File: config.mk
export PLATFORM = sky130hd
export DESIGN_NAME = jpeg_sof_parser_n
export DESIGN_NICKNAME = d
export VERILOG_FILES = /design/src/rtl/jpeg_sof_parser_n_pkg.sv /design/src/rtl/jpeg_mcu_count.sv /design/src/rtl/jpeg_sof_parser_n.sv
export SDC_FILE = /design/constraint.sdc
export NUM_CORES = 1
export LEC_CHECK = 0
export ABC_AREA = 0
export CAP_MARGIN = 20
export CORE_AREA = 2 2 129 144
export CTS_BUF_LIST = sky130_fd_sc_hd__clkbuf_4 sky130_fd_sc_hd__clkbuf_8 sky130_fd_sc_hd__clkbuf_16
export DETAILED_ROUTE_END_ITERATION = 10
export DIE_AREA = 0 0 131 146
export HOLD_SLACK_MARGIN = 0.02
export PLACE_DENSITY_LB_ADDON = 0.3
export SYNTH_ARGS = -nofsm -noshare
export SYNTH_HDL_FRONTEND = slang
export SYNTH_SLANG_ARGS = --single-unit
File: constraint.sdc
create_clock -name clk -period 11.9 [get_ports clk]
set_input_delay 2.975 -clock clk [delete_from_list [all_inputs] [get_ports clk]]
set_output_delay 2.975 -clock clk [all_outputs]
set_load 0.01 [all_outputs]
File: src/rtl/jpeg_sof_parser_n_pkg.sv
// rtl/jpeg_sof_parser_n_pkg.sv - shared states, error codes and helpers for the SOFn parser
package jpeg_sof_parser_n_pkg;

   typedef enum logic [3:0] {
      S_IDLE,
      S_LEN_HI,
      S_LEN_LO,
      S_PREC,
      S_Y_HI,
      S_Y_LO,
      S_X_HI,
      S_X_LO,
      S_NCOMP,
      S_C_ID,
      S_C_HV,
      S_C_TQ,
      S_CALC,
      S_DONE,
      S_DRAIN,
      S_ERR
   } sof_state_t;

   localparam logic [2:0] ERR_NONE       = 3'd0;
   localparam logic [2:0] ERR_BAD_LEN    = 3'd1;
   localparam logic [2:0] ERR_BAD_PREC   = 3'd2;
   localparam logic [2:0] ERR_BAD_NCOMP  = 3'd3;
   localparam logic [2:0] ERR_BAD_FACTOR = 3'd4;
   localparam logic [2:0] ERR_BAD_TQ     = 3'd5;
   localparam logic [2:0] ERR_ZERO_DIM   = 3'd6;

   // Lf of a header with zero components: Lf(2) + P(1) + Y(2) + X(2) + Nf(1)
   localparam logic [15:0] LF_BASE = 16'd8;

   // Only power-of-two factors are supported so MCU geometry stays shift-based
   function automatic logic factor_ok(input logic [3:0] f);
      return (f == 4'd1) || (f == 4'd2) || (f == 4'd4);
   endfunction

   function automatic logic [2:0] factor_log2(input logic [2:0] f);
      case (f)
         3'd2:    return 3'd1;
         3'd4:    return 3'd2;
         default: return 3'd0;
      endcase
   endfunction

endpackage

File: src/rtl/jpeg_mcu_count.sv
// rtl/jpeg_mcu_count.sv - ceil(dim / (8*fmax)) for one axis, fmax in {1,2,4}
module jpeg_mcu_count
   import jpeg_sof_parser_n_pkg::*;
(
   input  logic [15:0] dim,
   input  logic [2:0]  fmax,
   output logic [12:0] count
);

   logic [16:0] sum;
   logic [2:0]  sh;

   // 17-bit sum so a 16-bit dimension plus the rounding term cannot wrap
   always_comb begin
      sh    = 3'd3 + factor_log2(fmax);
      sum   = {1'b0, dim} + {11'd0, fmax, 3'b000} - 17'd1;
      count = 13'(sum >> sh);
   end

endmodule

File: src/rtl/jpeg_sof_parser_n.sv
// rtl/jpeg_sof_parser_n.sv - SOFn frame-header parser: byte-stream FSM, header validation, MCU geometry
module jpeg_sof_parser_n
   import jpeg_sof_parser_n_pkg::*;
#(
   parameter int MAX_COMP  = 3,
   parameter int ONLY_8BIT = 1
) (
   input  logic                    clk,
   input  logic                    rst,
   input  logic                    clear,
   input  logic                    start,
   input  logic                    in_valid,
   input  logic [7:0]              in_data,
   output logic                    in_ready,
   output logic                    sof_valid,
   output logic                    sof_err,
   output logic [2:0]              err_code,
   output logic [7:0]              precision,
   output logic [15:0]             height,
   output logic [15:0]             width,
   output logic [2:0]              num_comp,
   output logic [8*MAX_COMP-1:0]   comp_id,
   output logic [3*MAX_COMP-1:0]   comp_h,
   output logic [3*MAX_COMP-1:0]   comp_v,
   output logic [2*MAX_COMP-1:0]   comp_tq,
   output logic [2:0]              h_max,
   output logic [2:0]              v_max,
   output logic [12:0]             mcus_x,
   output logic [12:0]             mcus_y,
   output logic                    pic_is_420
);

   sof_state_t  state;
   logic [15:0] lf;
   logic [15:0] cnt;
   logic [15:0] cnt_nx;
   logic [1:0]  k;
   logic [2:0]  bad_code;
   logic        accept;
   logic [12:0] mx_nx;
   logic [12:0] my_nx;

   assign in_ready = ((state >= S_LEN_HI) && (state <= S_C_TQ)) || (state == S_DRAIN);
   assign accept   = in_valid && in_ready;
   assign cnt_nx   = cnt - 16'd1;

   jpeg_mcu_count u_mcu_x (
      .dim   (width),
      .fmax  (h_max),
      .count (mx_nx)
   );

   jpeg_mcu_count u_mcu_y (
      .dim   (height),
      .fmax  (v_max),
      .count (my_nx)
   );

   // Validation of the byte currently offered; only acted on when accepted
   always_comb begin
      bad_code = ERR_NONE;
      case (state)
         S_LEN_LO: begin
            if ({lf[15:8], in_data} < LF_BASE) bad_code = ERR_BAD_LEN;
         end
         S_PREC: begin
            if ((ONLY_8BIT != 0) && (in_data != 8'd8)) bad_code = ERR_BAD_PREC;
         end
         S_NCOMP: begin
            if ((in_data == 8'd0) || (in_data > 8'(MAX_COMP)))
               bad_code = ERR_BAD_NCOMP;
            else if (lf != LF_BASE + 16'(in_data) * 16'd3)
               bad_code = ERR_BAD_LEN;
         end
         S_C_HV: begin
            if (!factor_ok(in_data[7:4]) || !factor_ok(in_data[3:0])) bad_code = ERR_BAD_FACTOR;
         end
         S_C_TQ: begin
            if (in_data[7:2] != 6'd0) bad_code = ERR_BAD_TQ;
         end
         default: bad_code = ERR_NONE;
      endcase
   end

   always_ff @(posedge clk) begin
      if (!rst || clear || start) begin
         state      <= (!rst || clear) ? S_IDLE : S_LEN_HI;
         lf         <= '0;
         cnt        <= '0;
         k          <= '0;
         sof_valid  <= 1'b0;
         sof_err    <= 1'b0;
         err_code   <= ERR_NONE;
         precision  <= '0;
         height     <= '0;
         width      <= '0;
         num_comp   <= '0;
         comp_id    <= '0;
         comp_h     <= '0;
         comp_v     <= '0;
         comp_tq    <= '0;
         h_max      <= '0;
         v_max      <= '0;
         mcus_x     <= '0;
         mcus_y     <= '0;
         pic_is_420 <= 1'b0;
      end else if (state == S_CALC) begin
         if ((width == 16'd0) || (height == 16'd0)) begin
            sof_err  <= 1'b1;
            err_code <= ERR_ZERO_DIM;
            state    <= S_ERR;
         end else begin
            mcus_x     <= mx_nx;
            mcus_y     <= my_nx;
            pic_is_420 <= (h_max == 3'd2) && (v_max == 3'd2);
            sof_valid  <= 1'b1;
            state      <= S_DONE;
         end
      end else if (accept) begin
         // Every byte after Lf counts against the remaining segment length
         if ((state != S_LEN_HI) && (state != S_LEN_LO)) cnt <= cnt_nx;
         if (bad_code != ERR_NONE) begin
            sof_err  <= 1'b1;
            err_code <= bad_code;
            // A bad Lf gives no trustworthy length to drain against
            state    <= ((state == S_LEN_LO) || (cnt_nx == 16'd0)) ? S_ERR : S_DRAIN;
         end else begin
            case (state)
               S_LEN_HI: begin
                  lf[15:8] <= in_data;
                  state    <= S_LEN_LO;
               end
               S_LEN_LO: begin
                  lf[7:0] <= in_data;
                  cnt     <= {lf[15:8], in_data} - 16'd2;
                  state   <= S_PREC;
               end
               S_PREC: begin
                  precision <= in_data;
                  state     <= S_Y_HI;
               end
               S_Y_HI: begin
                  height[15:8] <= in_data;
                  state        <= S_Y_LO;
               end
               S_Y_LO: begin
                  height[7:0] <= in_data;
                  state       <= S_X_HI;
               end
               S_X_HI: begin
                  width[15:8] <= in_data;
                  state       <= S_X_LO;
               end
               S_X_LO: begin
                  width[7:0] <= in_data;
                  state      <= S_NCOMP;
               end
               S_NCOMP: begin
                  num_comp <= in_data[2:0];
                  k        <= '0;
                  state    <= S_C_ID;
               end
               S_C_ID: begin
                  comp_id[8*k +: 8] <= in_data;
                  state             <= S_C_HV;
               end
               S_C_HV: begin
                  comp_h[3*k +: 3] <= in_data[6:4];
                  comp_v[3*k +: 3] <= in_data[2:0];
                  if (in_data[6:4] > h_max) h_max <= in_data[6:4];
                  if (in_data[2:0] > v_max) v_max <= in_data[2:0];
                  state <= S_C_TQ;
               end
               S_C_TQ: begin
                  comp_tq[2*k +: 2] <= in_data[1:0];
                  if ({1'b0, k} == num_comp - 3'd1) begin
                     state <= S_CALC;
                  end else begin
                     k     <= k + 2'd1;
                     state <= S_C_ID;
                  end
               end
               S_DRAIN: begin
                  if (cnt_nx == 16'd0) state <= S_ERR;
               end
               default: state <= state;
            endcase
         end
      end
   end

endmodule

; Word level (Yosys, flattened, before mapping)
; Cells that the tools add are included.
[totals]
word_cells = 171
romBits = 0
latch_bits = 0
input_bits = 13
register_bits = 167
ram_bits = 0
mem_count = 0
out_inout_bits = 130
[op_classes]
mul = 2
n_shift = 9
mux = 36
eq_ne = 31
n_reduce_logical = 47
bitwise = 3
div = 0
addsub = 14
magnitude_cmp = 6
[ops]
columns = cell, count
row1 = $shiftx 3x34->9, 2
row2 = $logic_not 16->1, 3
row3 = $mux 16, 3
row4 = $pmux 4 s12, 1
row5 = $reduce_and 4->1, 11
row6 = $add 16x6->17, 2
row7 = $neg 3->34, 1
row8 = $neg 4->34, 1
row9 = $neg 5->34, 1
row10 = $shift 2x34->6 const A, 1
row11 = $shift 3x34->9 const A, 1
row12 = $shift 8x34->24 const A, 1
row13 = $shiftx 2x34->6, 1
row14 = $shiftx 8x34->24, 1
row15 = $shr 17x3->13, 2
row16 = $sub 17x1->17 const B, 2
row17 = $bwmux 24, 1
row18 = $eq 4x3->1 const B, 6
row19 = $eq 4x4->1 const B, 6
row20 = $mux 3, 7
row21 = $mux 4, 5
row22 = $bwmux 9, 2
row23 = $eq 4x2->1 const B, 4
row24 = $lt 16x4->1 const B, 1
row25 = 40 further kinds, 82

; Logic depth before layout (Yosys ltp)
; Gate-level depths: netlist of the first run.
[logic_depth]
depth_word = 12
mapped_depth = 14
mapped_depth_nobuf = 12

; Modules after synthesis
; Synthesis of the first run repeated with hierarchy kept, for this count alone.
[hier_totals]
cells_unflattened = 1304
area_unflattened_um2 = 10413.7
[by_module_without_submodules]
columns = module, area_each_um2, instances, cells_each, seq_area_each_um2
row1 = jpeg_sof_parser_n, 8329.2, 1, 990, 3383.2
row2 = jpeg_mcu_count, 1042.2, 2, 157, 0.0

; Worst setup path before layout of the first run
; OpenSTA, ideal clock, no wires.
[synth_timing]
path_type = input port to flip-flop
start = input in_data[2]
end = register k[0]
arrival_ps = 6106
path_slack_ps = 5678
setup_time_ps = 116
stages = 13
path_buffers = 1
required_ps = 11784
cell_sequence = clkbuf_8 inv_1 ha_1 ha_1 fa_1 xor2_1 nor4_2 nand4_1 a2111o_1 o31ai_4 nand2_4 or3_2 a31o_2
[synth_between]
elab_chain_cells = 10
elab_cells_between_ends = 26
cone_classes = 1 x add/sub / 1 x mul / 2 x order compare / 5 x eq/ne / 7 x mux / 1 x bitwise / 9 x reduce/logical
[synth_lines]
columns = element, line_no
row1 = start: declaration, jpeg_sof_parser_n.sv:13  ; input logic [7:0] in_data,
row2 = "parallel branches: the longest is 6 deep, another holds $add 4x10->11", -
row3 = $pmux 3 s5 *, jpeg_sof_parser_n.sv:62  ; case (state)
row4 = $reduce_bool 3->1 *, jpeg_sof_parser_n.sv:122  ; if (bad_code != ERR_NONE) begin
row5 = $not 1->1 (no line) *, -
row6 = $reduce_and 5->1 (no line) *, -
row7 = end signal: assignment, jpeg_sof_parser_n.sv:179  ; k <= k + 2'd1;
row8 = end: declaration, jpeg_sof_parser_n.sv:37  ; logic [1:0] k;
; Every way passes the cells marked *.
; A chain may end at the register's enable or synchronous reset.

; Worst setup path after layout of the first run
[layout_timing]
start = input in_data[2]
end = register cnt[4]
[layout_between]
elab_chain_cells = 9
elab_cells_between_ends = 27
cone_classes = 2 x add/sub / 1 x mul / 2 x order compare / 5 x eq/ne / 9 x mux / 8 x reduce/logical
[layout_lines]
columns = element, line_no
row1 = "parallel branches: the longest is 8 deep, another holds $add 4x10->11", -
row2 = $mux 16 *, jpeg_sof_parser_n.sv:122
row3 = end signal: assignment, jpeg_sof_parser_n.sv:121  ; if ((state != S_LEN_HI) && (state != S_LEN_LO)) cnt <= cnt_nx;
row4 = end signal: assignment, jpeg_sof_parser_n.sv:135  ; cnt <= {lf[15:8], in_data} - 16'd2;
row5 = end: declaration, jpeg_sof_parser_n.sv:35  ; logic [15:0] cnt;
; Marked as above.

==> flow_summary.toml, run 1 <==
[status]
status = "finished, final reports clean"

[die]
core_area_mm2 = 0.0175
dieArea_mm2 = 0.0191
start_util = 0.602
die_h_um = 146
rows = 51
die_w_um = 131
pin_count = 143

[setup_path]
cp-start-kind = "input pin"
slowest_delay_ns = 0.87
crit_top_cell = "ha_1"
worstReg2RegStart = "state[0]"
r2r_slack_ns = 8.08
crit_fanout = 37
critPathArrivalTime_ns = 7.70
crit_family = "compound AO/OA/AOI/OAI gates"
endpoint_kind = "flop"
path_cells = "clkdlybuf4s50_1, inv_1, ha_1, ha_1, fa_1, a21o_1, a21oi_1, xnor2_1, a2111o_1, o31ai_4, nand4_2, nor3_1, a211oi_1"
rr_worst_depth = 8
regToRegEndpoint = "v_max[0]"
crit_buf_inv = 2
cp.required_ns = 12.19
critPathKind = "in -> reg"
crit_slowest_cell = "clkdlybuf4s50_1"

[timing]
finalHoldViolCount = 0
tns_ns = 0
finalSetupViolations = 0
fin_crit_ns = 7.41
worstMarginPinSlew_ns = 1.01
final.setup_skew_ns = 0.00982
finalCritPeriodShare = 0.622
max_slew_margin = 0.322
rsz0062_at_grt = "no"
fin_ws_ns = 4.49
slew_viol_final = 0
fmax_mhz = 135

[cts]
clock_latency_ns = 0.45
numClockSinks = 167
cts_tree = "built"
cts_hold_buffers = 0
cts_root_buffer = "clkbuf_16"
clockBufferDepth = 2
post_cts_resized = 0
post_cts_buffers = 0
clkTransAtPathRegs_ns = 0.08
htreeDepth = 4
numCtsBuffers = 17

[pwr]
peakVddDrop_uv = 108
p_per_area_mw_per_mm2 = 103
finalPower_mw = 1.30
power.internal_uw = 908
power_frac_clock = 0.442
leakage_nw = 4.54
power_frac_seq = 0.440
pwr-share-comb = 0.118
switchingPower_uw = 390
swShare = 0.300

[place]
place_hpwl_mm = 22.4
dp_slack_ns = 4.12
post-place-cells = 1646
port_buffers = 142
place_congestion = 0.955

[global_route]
grt_first_pass_wirelength_mm = 49.8
grtUsageMet3 = 0.0757
gr-total-overflow = 0
grt_max_degree = 101
grt_usage = 0.327
grt_pass1_vias = 9622
use_met2 = 0.525
grtUsageMet1 = 0.424
busiest_layer = "met2"
antenna_found_initial = 0

[logic_synthesis]
syn_area_mm2 = 0.0106
synth_enable_flop_cells = 4
yosysSeqAreaShare = 0.320
synth_area_leaders = "dfxtp_1, ha_1, nor2_1"
synth_most_common_cell = "dfxtp_1"
synth_flop_cell = "dfxtp_1"
yosys-top-cells-count = "dfxtp_1, nor2_1, nand2_1"
ys_ff_latch = 167
ys_types = 79
synth_area_per_cell_um2 = 7.98
syn_inst = 1325
yosys.area.top_type = "dfxtp_1"
syn-num-nets = 1426
yosysWarnings = 0
synth_top_area_frac = 0.309
async_reset_ff_frac = 0

[final_layout]
final_util = 0.720
n_fill_cell = 1402
final-seq-area_mm2 = 0.00338
diodes = 0
fin_cells = 1679
multi_input_area_mm2 = 0.00652
layout-drive-gt1-share = 0.0507
final_nets = 1529
areaGrowthSynthToFinish_pct = 19.4

[worst_hold_path]
min_path_cells = 2
worstHoldEndpoint = "mcus_x[8]"
min_from = "mcus_x[8]"
hold_class = "reg -> reg"

[detailed_routing]
drc = 0
avgViaCountPerCell = 6.13
firstDrtPassIters = 5
ant_nets = 0
first_iter_violations = 1014
wirelength_mm = 31.1
num_vias = 10300
wl_per_cell_um = 18.5

[job]
max-cap-violations = 0
==> cell usage in the layout, fill, tap and decap left out, types with 10 or more instances in the layout <==
| cell | n |
|---|---|
| nand2_1 | 121 |
| clkdlybuf4s50_1 | 142 |
| o31ai_1 | 11 |
| nor3_1 | 36 |
| a21oi_1 | 92 |
| buf_4 | 12 |
| o22ai_1 | 11 |
| ha_1 | 87 |
| a211oi_1 | 23 |
| o211ai_1 | 15 |
| nor4_1 | 10 |
| nand3_1 | 98 |
| o21ai_0 | 88 |
| mux2i_1 | 45 |
| xnor2_1 | 29 |
| inv_1 | 76 |
| nor2_1 | 141 |
| clkbuf_16 | 17 |
| nand2b_1 | 16 |
| dfxtp_1 | 163 |
| xor2_1 | 24 |
==> metrics by stage <==
stage	hold WS, ns	area, µm²
finish	0.454	12600
floorplan	0.461	10600
global route	0.474	12600
CTS	0.456	12600
detailed placement	0.442	12000
global placement	0.436	12000
==> layout make-up <==
cell class / instances / area share
well taps: 238 / 0.0236
clock buffers: 17 / 0.0337
flip-flops and latches: 167 / 0.268
inverters: 76 / 0.0226
multi-input cells: 1011 / 0.516
clock inverters: 15 / 0.0157
repair buffers: 155 / 0.120
==> logic make-up (layout without fill, tap and decap cells) <==
group,count (synthesis),after routing,share of synthesized area
multiplexers,48,48,0.0458
buffers and inverters,147,263,0.0643
adder cells (fa/ha/maj),88,88,0.105
AND/OR/NAND/NOR,486,486,0.218
AO/OA/AOI/OAI,336,336,0.203
XOR/XNOR,53,53,0.0439
flip-flops,167,167,0.320
==> worst register-to-register path, cell delays in order (launching register included) <==
cell,delay [ns]
edfxtp_1,0.59
nand2b_1,0.41
o21ai_0,0.24
and2_0,0.77
nand2b_2,0.23
or3_1,0.46
a311oi_1,0.64
mux2i_1,0.28
nor2_1,0.06
==> flip-flops by register name, summed over array words and instances, names as in the netlist, 4 cells and up <==
signal and cells:
state 4, comp_v 9, height 16, cnt 16
mcus_x 13, lf 16, mcus_y 13, width 16
comp_h 9, comp_tq 6, precision 8, comp_id 24
==> power by group through the flow <==
stage	sequential, mW	clock (mW)	combinational, mW
after global placement	0.584	0	0.146
after global routing	0.572	0.601	0.166
after floorplan	0.580	0	0.118
after detailed placement	0.584	0	0.148
final	0.572	0.573	0.153
after CTS	0.571	0.577	0.150
==> routing by layer <==
metal  wire length, µm  share of wire
met1             12900           0.42
met4              1110          0.036
met2             14700           0.47
met5                 0              0
met3              2330          0.075
==> how the worst max path moves through the flow <==
stage                          start  endpoint  slack (ns)  cells past startpoint
after floorplan           in_data[2]      k[0]        5.68                     13
after global placement    in_data[2]    cnt[1]        4.26                     13
after detailed placement  in_data[2]    cnt[4]        4.12                     13
after CTS                 in_data[2]    cnt[4]        4.56                     13
after global routing      in_data[2]    cnt[4]        4.26                     13
final                     in_data[2]    cnt[4]        4.49                     13
No activity file was read; power rests on OpenSTA's default activity.
==> run 2: changes to the inputs <==
--- a/config.mk
+++ b/config.mk
@@ -7,10 +7,10 @@
 export LEC_CHECK = 0
 export ABC_AREA = 0
 export CAP_MARGIN = 20
-export CORE_AREA = 2 2 129 144
+export CORE_AREA = 2 2 134 150
 export CTS_BUF_LIST = sky130_fd_sc_hd__clkbuf_4 sky130_fd_sc_hd__clkbuf_8 sky130_fd_sc_hd__clkbuf_16
 export DETAILED_ROUTE_END_ITERATION = 10
-export DIE_AREA = 0 0 131 146
+export DIE_AREA = 0 0 136 152
 export HOLD_SLACK_MARGIN = 0.02
 export PLACE_DENSITY_LB_ADDON = 0.3
 export SYNTH_ARGS = -nofsm -noshare
==> constraint.sdc (replaced) <==
create_clock -name clk -period 7.1 [get_ports clk]
set_input_delay 1.775 -clock clk [delete_from_list [all_inputs] [get_ports clk]]
set_output_delay 1.775 -clock clk [all_outputs]
set_load 0.01 [all_outputs]
==> flow_summary.toml, run 2 (same netlist as run 1, synthesis figures left out) <==
[die]
core_area_mm2 = 0.0193
start_util = 0.547
pin_count = 143
die_h_um = 152
rows = 54
die_w_um = 136
dieArea_mm2 = 0.0207

[cts]
numClockSinks = 167
clockBufferDepth = 2
cts_root_buffer = "clkbuf_16"
post_cts_resized = 0
cts_tree = "built"
htreeDepth = 4
cts_hold_buffers = 0
clock_latency_ns = 0.44
numCtsBuffers = 17
clkTransAtPathRegs_ns = 0.07
post_cts_buffers = 0

[global_route]
grt_usage = 0.296
gr-total-overflow = 0
grt_pass1_vias = 9481
grt_max_degree = 55
antenna_found_initial = 0
grt_first_pass_wirelength_mm = 49.0

[timing]
fin_ws_ns = 1.46
rsz0062_at_grt = "no"
finalCritPeriodShare = 0.795
finalHoldViolCount = 0
fin_crit_ns = 5.64
slew_viol_final = 0
max_slew_margin = 0.330
finalSetupViolations = 0
tns_ns = 0
final.setup_skew_ns = 0.0130
fmax_mhz = 177
worstMarginPinSlew_ns = 1.00

[place]
port_buffers = 142
place_hpwl_mm = 22.6
dp_slack_ns = 1.05
place_congestion = 0.968

[detailed_routing]
ant_nets = 0
wl_per_cell_um = 18.2
num_vias = 10100
firstDrtPassIters = 5
avgViaCountPerCell = 5.93
wirelength_mm = 30.9
first_iter_violations = 895
drc = 0

[final_layout]
final_cell_mix = "dfxtp_1, clkdlybuf4s50_1, nor2_1"
regMostFlops = "comp_id"
final_nets = 1538
layout-drive-gt1-share = 0.0566
largest_register_ffs = 24
areaGrowthSynthToFinish_pct = 20.3
final_common_cell = "dfxtp_1"
diodes = 0

[setup_path]
endpoint_kind = "flop"
cp.required_ns = 7.46
cp-start-kind = "input pin"
critPathArrivalTime_ns = 6.01
critPathKind = "in -> reg"
crit_path_start = "in_data[2]"
worstReg2RegStart = "v_max[0]"
crit_fanout = 12

[status]
status = "finished, final reports clean"

[worst_hold_path]
min_from = "comp_id[13]"
hold_class = "reg -> reg"

[pwr]
leakage_nw = 4.59
peakVddDrop_uv = 172
p_per_area_mw_per_mm2 = 171

[job]
max-cap-violations = 0
run 2: cell count changes in the layout (fill, tap and decap cells not counted), sizes merged:
| cell | before | now |
|---|---|---|
| buf | 13 | 22 |
| inv | 83 | 85 |
| clkinv | 7 | 4 |
| bufinv | 0 | 1 |
run 2: worst max-delay path, cell delays in order:
cell and delay [ns]:
clkdlybuf4s50_1 0.46, buf_4 0.22, inv_1 0.16, ha_1 0.31, inv_1 0.06, ha_1 0.31, a211oi_1 0.33, o21bai_1 0.20
a211o_1 0.33, a2111o_1 0.44, o31ai_4 0.34, nand2_4 0.12, nor4_4 0.67, mux2i_1 0.27
run 2: cell type report:
| type | instances | area, µm² |
|---|---|---|
| Fill cell | 1715 | 6610 |
| Multi-Input combinational cell | 1011 | 6520 |
| Sequential cell | 167 | 3380 |
| Timing Repair Buffer | 164 | 1610 |
| Clock buffer | 17 | 425 |
| Tap cell | 252 | 315 |
| Inverter | 76 | 285 |
| Clock inverter | 15 | 176 |
run 2: report_power, final:
group / switching, mW / internal (mW)
Combinational: 0.162 / 0.0963
Clock: 0.447 / 0.505
Sequential: 0.0119 / 0.946
run 2: stage by stage:
step                instance area, µm²  hold slack (ns)  utilization  power, mW  cells
finish                           12700            0.455        0.658       2.17   1702
global route                     12700            0.480        0.658       2.24   1702
CTS                              12700            0.456        0.657       2.17   1701
detailed placement               12100            0.446        0.626       1.23   1669
global placement                 12100            0.433        0.626       1.23   1669
floorplan                        10600            0.461            -       1.17   1325
run 2: worst paths after layout:
path                  endpoint  slack, ns  cells after the start
setup / recovery  precision[4]       1.46                     14
hold / removal     comp_id[13]       0.46                      2
setup reg to reg    mcus_y[11]       3.16                     12
hold reg to reg    comp_id[13]       0.46                      2
run 2: per-layer routing:
metal  global-route usage  vias up  part of all wire  wire, µm
li1                     -     4954                 -         -
met1                0.364     4709              0.41     12800
met2                0.493      358              0.48     14900
met3               0.0674       78             0.069      2120
met4                0.125        0             0.036      1100
met5                    0        -                 0         0
